### src/rtl/pattern_blinker.sv
// Multi-channel LED pattern sequencer: each channel plays a PAT_LEN-bit pattern,
// one bit per TICK_DIV clocks, in repeat or one-shot mode, reloadable at runtime.
module pattern_blinker #(
  parameter int CHANNELS = 1,
  parameter int PAT_LEN = 32,
  parameter int TICK_DIV = 1048576,
  parameter logic [PAT_LEN-1:0] DEFAULT_PATTERN = PAT_LEN'(32'b101010001110111011100010101),
  localparam int CHW = (CHANNELS > 1) ? $clog2(CHANNELS) : 1
) (
  input  logic                clk_i,
  input  logic                rst_ni,
  input  logic                enable_i,
  input  logic                load_valid_i,
  output logic                load_ready_o,
  input  logic [CHW-1:0]      load_ch_i,
  input  logic [PAT_LEN-1:0]  load_pattern_i,
  input  logic                load_oneshot_i,
  output logic [CHANNELS-1:0] led_o,
  output logic [CHANNELS-1:0] busy_o
);

  localparam int IW = $clog2(PAT_LEN);
  localparam int TW = (TICK_DIV > 1) ? $clog2(TICK_DIV) : 1;
  localparam logic [IW-1:0] IDX_LAST = IW'(PAT_LEN - 1);
  localparam logic [TW-1:0] TK_LAST = TW'(TICK_DIV - 1);

  logic [PAT_LEN-1:0]  pat_q [CHANNELS];
  logic [PAT_LEN-1:0]  pat_d [CHANNELS];
  logic [IW-1:0]       idx_q [CHANNELS];
  logic [IW-1:0]       idx_d [CHANNELS];
  logic [TW-1:0]       tk_q  [CHANNELS];
  logic [TW-1:0]       tk_d  [CHANNELS];
  logic [CHANNELS-1:0] os_q, os_d;
  logic [CHANNELS-1:0] run_q, run_d;
  logic [CHANNELS-1:0] led_q, led_d;
  logic                ready_q;
  logic                load_fire;

  assign load_fire    = load_valid_i & ready_q;
  assign load_ready_o = ready_q;
  assign led_o        = led_q;
  assign busy_o       = os_q & run_q;

  // Out-of-range channel numbers never match a loop index, so such loads vanish.
  always_comb begin
    for (int c = 0; c < CHANNELS; c++) begin
      pat_d[c] = pat_q[c];
      idx_d[c] = idx_q[c];
      tk_d[c]  = tk_q[c];
      os_d[c]  = os_q[c];
      run_d[c] = run_q[c];
      led_d[c] = pat_q[c][idx_q[c]] & run_q[c];
      if (load_fire && (load_ch_i == CHW'(c))) begin
        pat_d[c] = load_pattern_i;
        os_d[c]  = load_oneshot_i;
        run_d[c] = 1'b1;
        idx_d[c] = '0;
        tk_d[c]  = '0;
      end else if (enable_i && run_q[c]) begin
        if (tk_q[c] == TK_LAST) begin
          tk_d[c] = '0;
          if (idx_q[c] != IDX_LAST) begin
            idx_d[c] = idx_q[c] + 1'b1;
          end else if (os_q[c]) begin
            run_d[c] = 1'b0;
          end else begin
            idx_d[c] = '0;
          end
        end else begin
          tk_d[c] = tk_q[c] + 1'b1;
        end
      end
    end
  end

  always_ff @(posedge clk_i) begin
    if (!rst_ni) begin
      for (int c = 0; c < CHANNELS; c++) begin
        pat_q[c] <= DEFAULT_PATTERN;
        idx_q[c] <= '0;
        tk_q[c]  <= '0;
      end
      os_q    <= '0;
      run_q   <= '1;
      led_q   <= '0;
      ready_q <= 1'b0;
    end else begin
      pat_q   <= pat_d;
      idx_q   <= idx_d;
      tk_q    <= tk_d;
      os_q    <= os_d;
      run_q   <= run_d;
      led_q   <= led_d;
      ready_q <= 1'b1;
    end
  end

endmodule
### config.mk
export PLATFORM = sky130hd
export DESIGN_NAME = pattern_blinker
export DESIGN_NICKNAME = d
export VERILOG_FILES = /design/src/rtl/pattern_blinker.sv
export SDC_FILE = /design/constraint.sdc
export NUM_CORES = 1
export LEC_CHECK = 0
export CAP_MARGIN = 20
export CORE_UTILIZATION = 58
export DETAILED_ROUTE_END_ITERATION = 7
export PLACE_DENSITY_LB_ADDON = 0.3
export SLEW_MARGIN = 20
export SYNTH_ARGS = -nofsm -noshare
export SYNTH_HDL_FRONTEND = slang
export SYNTH_SLANG_ARGS = --single-unit
### constraint.sdc
create_clock -name clk_i -period 6.2 [get_ports clk_i]
set_clock_uncertainty 0.15 [all_clocks]
set_input_delay 0.62 -clock clk_i [delete_from_list [all_inputs] [get_ports clk_i]]
set_output_delay 0.62 -clock clk_i [all_outputs]
set_load 0.03 [all_outputs]
Word-level counts from Yosys, hierarchy flattened. Index checks and enable logic that the tools add are counted.

$lt $le $gt $ge: 1. Mux-type cells: 6. Bitwise gates (word level): 6. Reduce and logical (&&, ||, !) cells: 5. Equality and inequality tests: 3. Add/subtract/negate cells: 2.

Operators by type and width (count): adder 20 x 1 -> 20 bit, second input constant (1); == test 20 bit, second input constant (1); 2-to-1 mux 20 bit (1); 2-to-1 mux 5 bit (2); less-than comparator 5 x 6 -> 1 bit, second input constant (1); adder 5 x 1 -> 5 bit, second input constant (1); binary-select mux 1 bit (select 5 bit) (1); inequality test 5 bit, second input constant (1); AND reduction 4 bit (1); AND 1 bit (3); NOT 1 bit (3); AND reduction 3 bit (1); logical AND 1 bit (2); 2-to-1 mux 1 bit (2); inequality test 2 x 1 -> 1 bit, second input constant (1); OR reduction 2 bit (1).

Register bits: 61. Output and inout bits: 3. Input bits: 38. Logic and storage cells: 30.

Longest topological paths before layout. Gate-level depths: netlist (run 1).

Word-level depth: 3. Mapped depth: 7. Gate-level depth less buffers: 6.

Worst setup path before layout (run 1). OpenSTA, ideal clock, no wires.

Path kind: input to register. Start: in enable_i. End: reg tk_q[10] (netlist bit). Data arrival time: 1.852 ns. Slack: 4.081 ns. Required time: 5.933 ns. Setup time: 0.117 ns. Stages: 5. Path buffers: 1. Path through: nand2_2 > nor4_1 > a21o_1 > buf_2 > nor2_1.

Cells in the longest elaborated chain, start to end: 1.

RTL lines: start: declaration (RTL line 12) `input logic enable_i,`; logical AND 1 bit (RTL line 59) `end else if (enable_i && run_q[c]) begin`; end signal: assignment (RTL line 90) `tk_q <= tk_d;`; end: declaration (RTL line 31) `logic [TW-1:0] tk_q [CHANNELS];`.

Every way passes these cells. A chain may end at the register's enable or synchronous reset.

Worst setup path in the final report (run 1).
Start: in enable_i. End: reg tk_q[4] (netlist bit).

The elaborated chain is that of the path after synthesis.

==> metrics.yaml, run 1 <==
run_status: "finished, final reports clean"
setup_viol: 0
avgSynthCellArea_sq_um: 8.439
fin_nets: 405
cts_tree: "done"
hold_buffers: 0
die_area_sq_um: 5127
dpl_cell_area_sq_um: 3199
synth.most_common_cell: "nand2_1"
initial_utilization_pct: 62.39
clkSlewWorstSetupHoldPaths_ns: 0.06
critical_path_class: "in -> reg"
cts_inserted_buffers: 9
report.final.slew_viol_count: 0
gr-usage-all-layers_pct: 26.56
syn_to_final_growth_pct: 21.50
synth_flop_cell: "dfxtp_1"
vias: 2508
r2r-start: "tk_q[0]$_SDFFE_PP0N_"
io_buffers: 40
num_rows: 24
syn_area_sq_um: 2810
cp_slowest_cell: "nor4_1"
p_per_area_nw_per_um2: 244.7
worstSkewPairLatency_ns: 0.33
dr.pass1.iters: 4
dp.cells: 405
synthTopCellsByCount: "79 x nand2_1, 61 x dfxtp_1, 23 x nand3_1"
fin_crit_ns: 2.664
clkSinkCount: 61
overflow: 0
place_hpwl_microns: 3967
detail_route.wl_per_cell_microns: 14.57
core_sq_um: 4504
yosysWarnings: 0
hold_viol: 0
hold_class: "reg -> reg"
tightest_slew_ns: 0.9337
grt_pass1_wl_microns: 10540
post_cts_buffers: 0
n_fill_cell: 343
drcViolationCount: 0
vdd_drop_max_mv: 0.1580
root_buffer: "clkbuf_8"
critPathLaunchType: "input pin"
startpoint: "enable_i"
ios: 41
die-height_microns: 71.61
rsz0062_at_grt: "no"
crit_chain: "clkdlybuf4s50_1, nand2_2, nor4_1, a21o_1, nor2_1"
antenna_found_initial: 0
drive_gt1_share_pct: 7.588
async_flop_share_pct: 0
power_leakage_nw: 1.192
die_w_microns: 71.61
synth_top_area_share_pct: 43.46
fin_area_sq_um: 3415
seq_area_frac_synth_pct: 43.46
routed_wl_microns: 6134
ys_types: 40
whs_ns: 0.3140
fmax_ghz: 0.3754
crit_family: "simple AND/OR/NAND/NOR gates"
via_per_inst: 5.957
synth_nets: 374
ant_nets: 0
cp_data_arrival_time_ns: 2.72
postSynthCellCount: 333
cp-end-kind: "flip-flop"
htree_levels: 3
clockBufferDepth: 2
place_congestion: 0.8366
worstPathRequired_ns: 6.26
hp-start: "pat_q[19]$_SDFFE_PN0P_"
yosys.area.top_type: "dfxtp_1"
maxCapViolations: 0
fin_tns_setup_ns: 0
diodes: 0
cp_num_buf_inv: 1
grt_max_degree: 37
dr.first_iter.drc_count: 194
synth_edf_count: 0
slew_headroom_pct: 37.18
finalNonFillerCells: 421
period_share_pct: 42.96
ys_seq_elements: 61
slowest_delay_ns: 0.84
synth_area_leaders: "dfxtp_1 43%, nand2_1 11%, a21boi_0 4.8%"
grt_pass1_vias: 2379
critPathMaxFanout: 14
post_cts_resized: 0
## sequential cells by signal (all words and copies together) (netlist names)
name	count
idx_q	5
led_o	1
load_ready_o	1
os_q	1
pat_q	32
run_q	1
tk_q	20
## worst min-delay path, delay by kind of cell (launching register included)
family / cells / cell delay [ns]
AO/OA/AOI/OAI: 1 / 0.06
flip-flops: 1 / 0.31
AND/OR/NAND/NOR: 1 / 0.05
## per-stage QoR
step                      total power [mW]  setup WS, ns  util, %
after floorplan                     0.4462         4.081        -
after global placement              0.4775         3.360    71.03
after detailed placement            0.4796         3.212    71.03
after CTS                           0.8394         3.567    75.69
after global routing                0.8648         3.346    75.81
final                               0.8355         3.536    75.81
## path summary, 6_finish.rpt
check	to	slack, ns	depth (start not counted)
worst max-delay path	tk_q[4]$_SDFFE_PP0N_	3.54	5
worst min register to register	pat_q[19]$_SDFFE_PN0P_	0.31	2
worst min-delay path	pat_q[19]$_SDFFE_PN0P_	0.31	2
worst max register to register	tk_q[4]$_SDFFE_PP0N_	3.66	5
## logic make-up after synthesis
group	after synthesis	synth area share (%)
simple gates	162	27.43
xor+xnor	9	2.805
mux	13	6.946
flops	61	43.45
compound gates	59	14.16
fa+ha+maj	3	1.336
buf+inv	26	3.873
## report_power, final
group	internal, mW	switching, mW	leakage [nW]	total [mW]
Combinational	0.0356	0.0276	0.584	0.0632
Sequential	0.403	0.00614	0.496	0.409
Clock	0.216	0.147	0.112	0.364
Total	0.655	0.181	1.19	0.835
## layout by cell type, fill, tap and decap left out, drive strengths merged, types with 2 or more instances in the layout
master         count
a21boi            18
a21o               2
a21oi             16
a31oi              2
and2               3
and3               4
and4               3
buf                2
clkbuf            12
clkdlybuf4s50     40
clkinv             3
dfxtp             61
ha                 3
inv                4
mux2               2
mux2i              6
mux4               5
nand2             80
nand3             23
nand4             10
nor2              13
nor2b              3
nor3               5
nor4               2
o21ai              4
o31ai             10
o41ai              2
or3                5
or4                8
xnor2              7
xor2               2
## metal layers
layer | share of wire [%] | vias to the layer above | global-route usage (%)
li1 | - | 1255 | -
met1 | 47 | 1161 | 34.99
met2 | 46 | 81 | 40.78
met3 | 5.3 | 11 | 6.329
met4 | 1.5 | 0 | 13.73
met5 | 0 | - | 0
## layout make-up
class	instances	area [sq um]	area share, %
clock buffers	12	165.2	4.837
clock inverters	4	45.04	1.319
inverters	4	15.01	0.4397
multi-input cells	246	1488	43.57
flip-flops and latches	61	1221	35.76
well taps	52	65.06	1.905
repair buffers	42	415.4	12.17
No activity file was read; power rests on OpenSTA's default activity.
==> inputs of run 2 (changes only) <==
--- a/config.mk
+++ b/config.mk
@@ -6,7 +6,7 @@
 export NUM_CORES = 1
 export LEC_CHECK = 0
 export CAP_MARGIN = 20
-export CORE_UTILIZATION = 58
+export CORE_UTILIZATION = 54
 export DETAILED_ROUTE_END_ITERATION = 7
 export PLACE_DENSITY_LB_ADDON = 0.3
 export SLEW_MARGIN = 20
==> constraint.sdc (replaced) <==
create_clock -name clk_i -period 2.6 [get_ports clk_i]
set_clock_uncertainty 0.15 [all_clocks]
set_input_delay 0.26 -clock clk_i [delete_from_list [all_inputs] [get_ports clk_i]]
set_output_delay 0.26 -clock clk_i [all_outputs]
set_load 0.03 [all_outputs]
==> run 2 against run 1 <==
- clock power up 110%
- first-iteration DRC count up 15%
- die area up 7.2%
- wire length up 1.3%
- global-route usage down 2.2 points
- sequential power up 140%
==> metrics.yaml, run 2 (synthesis gave the netlist of run 1 again) <==
cts_inserted_buffers: 9  # unchanged
post_cts_buffers: 0  # unchanged
crit_end: "idx_q[0]$_SDFFE_PP0P_"
fmax_ghz: 0.4251
overflow: 0  # unchanged
cp-end-kind: "flip-flop"
drive_gt1_share_pct: 8.556  # +0.97 points
top_usage_layer: "met2"
multiInputGateArea_sq_um: 1483  # -0.34%
clkSlewWorstSetupHoldPaths_ns: 0.07  # about the same
hold_buffers: 0  # unchanged
io_buffers: 40  # unchanged
post_cts_resized: 0  # unchanged
p_total_mw: 1.884  # +130%
grt_pass1_wl_microns: 10290  # -2.4%
critPathLaunchType: "flip-flop"
ant_nets: 0  # unchanged
power_leakage_nw: 1.198  # +0.49%
gr-usage-all-layers_pct: 24.35  # -2.2 points
root_buffer: "clkbuf_8"
detail_route.wl_per_cell_microns: 14.09  # -3.3%
syn_to_final_growth_pct: 22.17
initial_utilization_pct: 57.59  # -4.8 points
regArea_sq_um: 1221  # unchanged
die_area_sq_um: 5497  # +7.2%
vdd_drop_max_mv: 0.3470  # +120%
place_congestion: 0.8639  # +3.3%
cp_num_buf_inv: 0  # -1
critical_path_class: "reg -> reg"
dr.pass1.iters: 5  # +1
clockPowerShare_pct: 40.1  # -3.4 points
largestRegisters: "pat_q: 32 flops, tk_q: 20 flops, idx_q: 5 flops"
via_per_inst: 5.676  # -4.7%
startpoint: "tk_q[0]$_SDFFE_PP0N_"
setup_viol: 0  # unchanged
worstSkewPairLatency_ns: 0.34  # about the same
slew_headroom_pct: 62.56  # +25 points
largest_reg_flops: 32  # unchanged
htree_levels: 3  # unchanged
r2r-end: "idx_q[0]$_SDFFE_PP0P_"
grt_use_met1_pct: 31.49  # -3.5 points
clockBufferDepth: 2  # unchanged
fin_area_sq_um: 3433  # +0.55%
hold_viol: 0  # unchanged
crit_family: "simple AND/OR/NAND/NOR gates"
die-height_microns: 74.14  # +3.5%
reg2reg_depth: 5  # unchanged
die_w_microns: 74.14  # +3.5%
period_share_pct: 90.47
r2r-start: "tk_q[0]$_SDFFE_PP0N_"
ios: 41  # unchanged
dr.first_iter.drc_count: 223  # +15%
clkSinkCount: 61  # unchanged
regToRegSetupSlack_ns: 0.25  # -3.41 ns
rsz0062_at_grt: "no"
antenna_found_initial: 0  # unchanged
fin_crit_ns: 2.352
p_int_mw: 1.439  # +120%
report.final.slew_viol_count: 0  # unchanged
combPwrFrac_pct: 8.1  # +0.5 points
tightest_slew_ns: 0.5609  # -0.3728 ns
finalNonFillerCells: 441  # +4.8%
core_sq_um: 4880  # +8.3%
run_status: "finished, final reports clean"
num_rows: 25  # +4.2%
dpl_cell_area_sq_um: 3256  # +1.8%
regMostFlops: "pat_q"
worstPathRequired_ns: 2.71  # -3.55 ns
crit_chain: "ha_1, nand4_1, or4_4, or4_1, a21oi_1"
routed_wl_microns: 6212  # +1.3%
cp_slowest_cell: "or4_4"
fin_tns_setup_ns: 0  # unchanged
drcViolationCount: 0  # unchanged
final_common_cell: "nand2_1"
dp.cells: 425  # +4.9%
p_sw_mw: 0.4444  # +150%
slowest_delay_ns: 0.64  # -0.20 ns
place_hpwl_microns: 4156  # +4.8%
diodes: 0  # unchanged
n_fill_cell: 408  # +19%
crit_cells: 5  # unchanged
switching_share_pct: 23.59  # +1.9 points
critPathMaxFanout: 15  # +1
met3_usage_pct: 3.794  # -2.5 points
maxCapViolations: 0  # unchanged
whs_ns: 0.3173  # +0.003318 ns
p_per_area_nw_per_um2: 548.7  # +120%
vias: 2503  # -0.20%
p_seq_share_pct: 51.8  # +2.9 points
fin_nets: 410  # +1.2%
grt_max_degree: 36  # -2.7%
cts_tree: "done"
use_met2_pct: 40.40  # -0.37 points
cp_data_arrival_time_ns: 2.47  # -0.25 ns
grt_pass1_vias: 2419  # +1.7%
hold_class: "reg -> reg"
most-common-layout-cells: "79 x nand2_1, 61 x dfxtp_1, 40 x clkdlybuf4s50_1"
## run 2: cell types whose count changed in the layout (fill, tap and decap cells not counted), sizes merged
cell | previous run | this run
bufinv | 1 | 0
clkinvlp | 0 | 1
buf | 2 | 7
## run 2: worst register-to-register path: stages (launching register included)
cell     delay (ns)
dfxtp_1        0.42
ha_1           0.23
nand4_1        0.16
or4_4          0.64
or4_1          0.51
a21oi_1        0.17
## run 2: how the worst min path moves through the flow
stage                      startpoint                endpoint  slack (ns)  cells after the start
4_1_cts        pat_q[26]$_SDFFE_PN1P_  pat_q[26]$_SDFFE_PN1P_        0.32                      2
5_1_grt        pat_q[26]$_SDFFE_PN1P_  pat_q[26]$_SDFFE_PN1P_        0.33                      2
2_1_floorplan                  rst_ni    load_ready_o$_DFF_P_        0.14                      0
3_3_place_gp   pat_q[24]$_SDFFE_PN1P_  pat_q[24]$_SDFFE_PN1P_        0.30                      2
6_report       pat_q[31]$_SDFFE_PN0P_  pat_q[31]$_SDFFE_PN0P_        0.32                      2
3_5_place_dp   pat_q[26]$_SDFFE_PN1P_  pat_q[26]$_SDFFE_PN1P_        0.30                      2
## run 2: layout make-up
cell class	count	area share, %
tap	67	2.442
timing repair buffer	47	13.19
clock buffer	12	4.519
multi-input combinational	246	43.19
sequential	61	35.57
inverter	4	0.4373
clock inverter	4	0.6560
## run 2: layer usage
| layer | wire [microns] | part of all wire [%] |
|---|---|---|
| met1 | 2869 | 46 |
| met2 | 2929 | 47 |
| met3 | 309 | 5.0 |
| met4 | 103 | 1.7 |
| met5 | 0 | 0 |
## run 2: power groups by stage
stage                     combinational (mW)  clock [mW]  sequential (mW)
after detailed placement               0.152           0            0.996
after global placement                 0.148           0            0.995
after global routing                   0.169       0.796            0.977
after CTS                              0.153       0.765            0.975
final                                  0.152       0.756            0.975
after floorplan                       0.0693           0            0.995
## run 2: stage by stage
step | utilization [%] | setup WS (ns)
2_1_floorplan | - | 0.5049
3_3_place_gp | 66.72 | 0.2048
3_5_place_dp | 66.72 | 0.1441
4_1_cts | 70.36 | 0.2838
5_1_grt | 70.36 | 0.1586
6_report | 70.36 | 0.2477
==> inputs of run 3 (changes only) <==
--- a/config.mk
+++ b/config.mk
@@ -7,6 +7,7 @@
 export LEC_CHECK = 0
 export CAP_MARGIN = 20
 export CORE_UTILIZATION = 54
+export CTS_CLUSTER_DIAMETER = 30
 export DETAILED_ROUTE_END_ITERATION = 7
 export PLACE_DENSITY_LB_ADDON = 0.3
 export SLEW_MARGIN = 20
==> results of run 3 <==
Same layout as run 2: the final DEF is identical, and so are final timing and power.
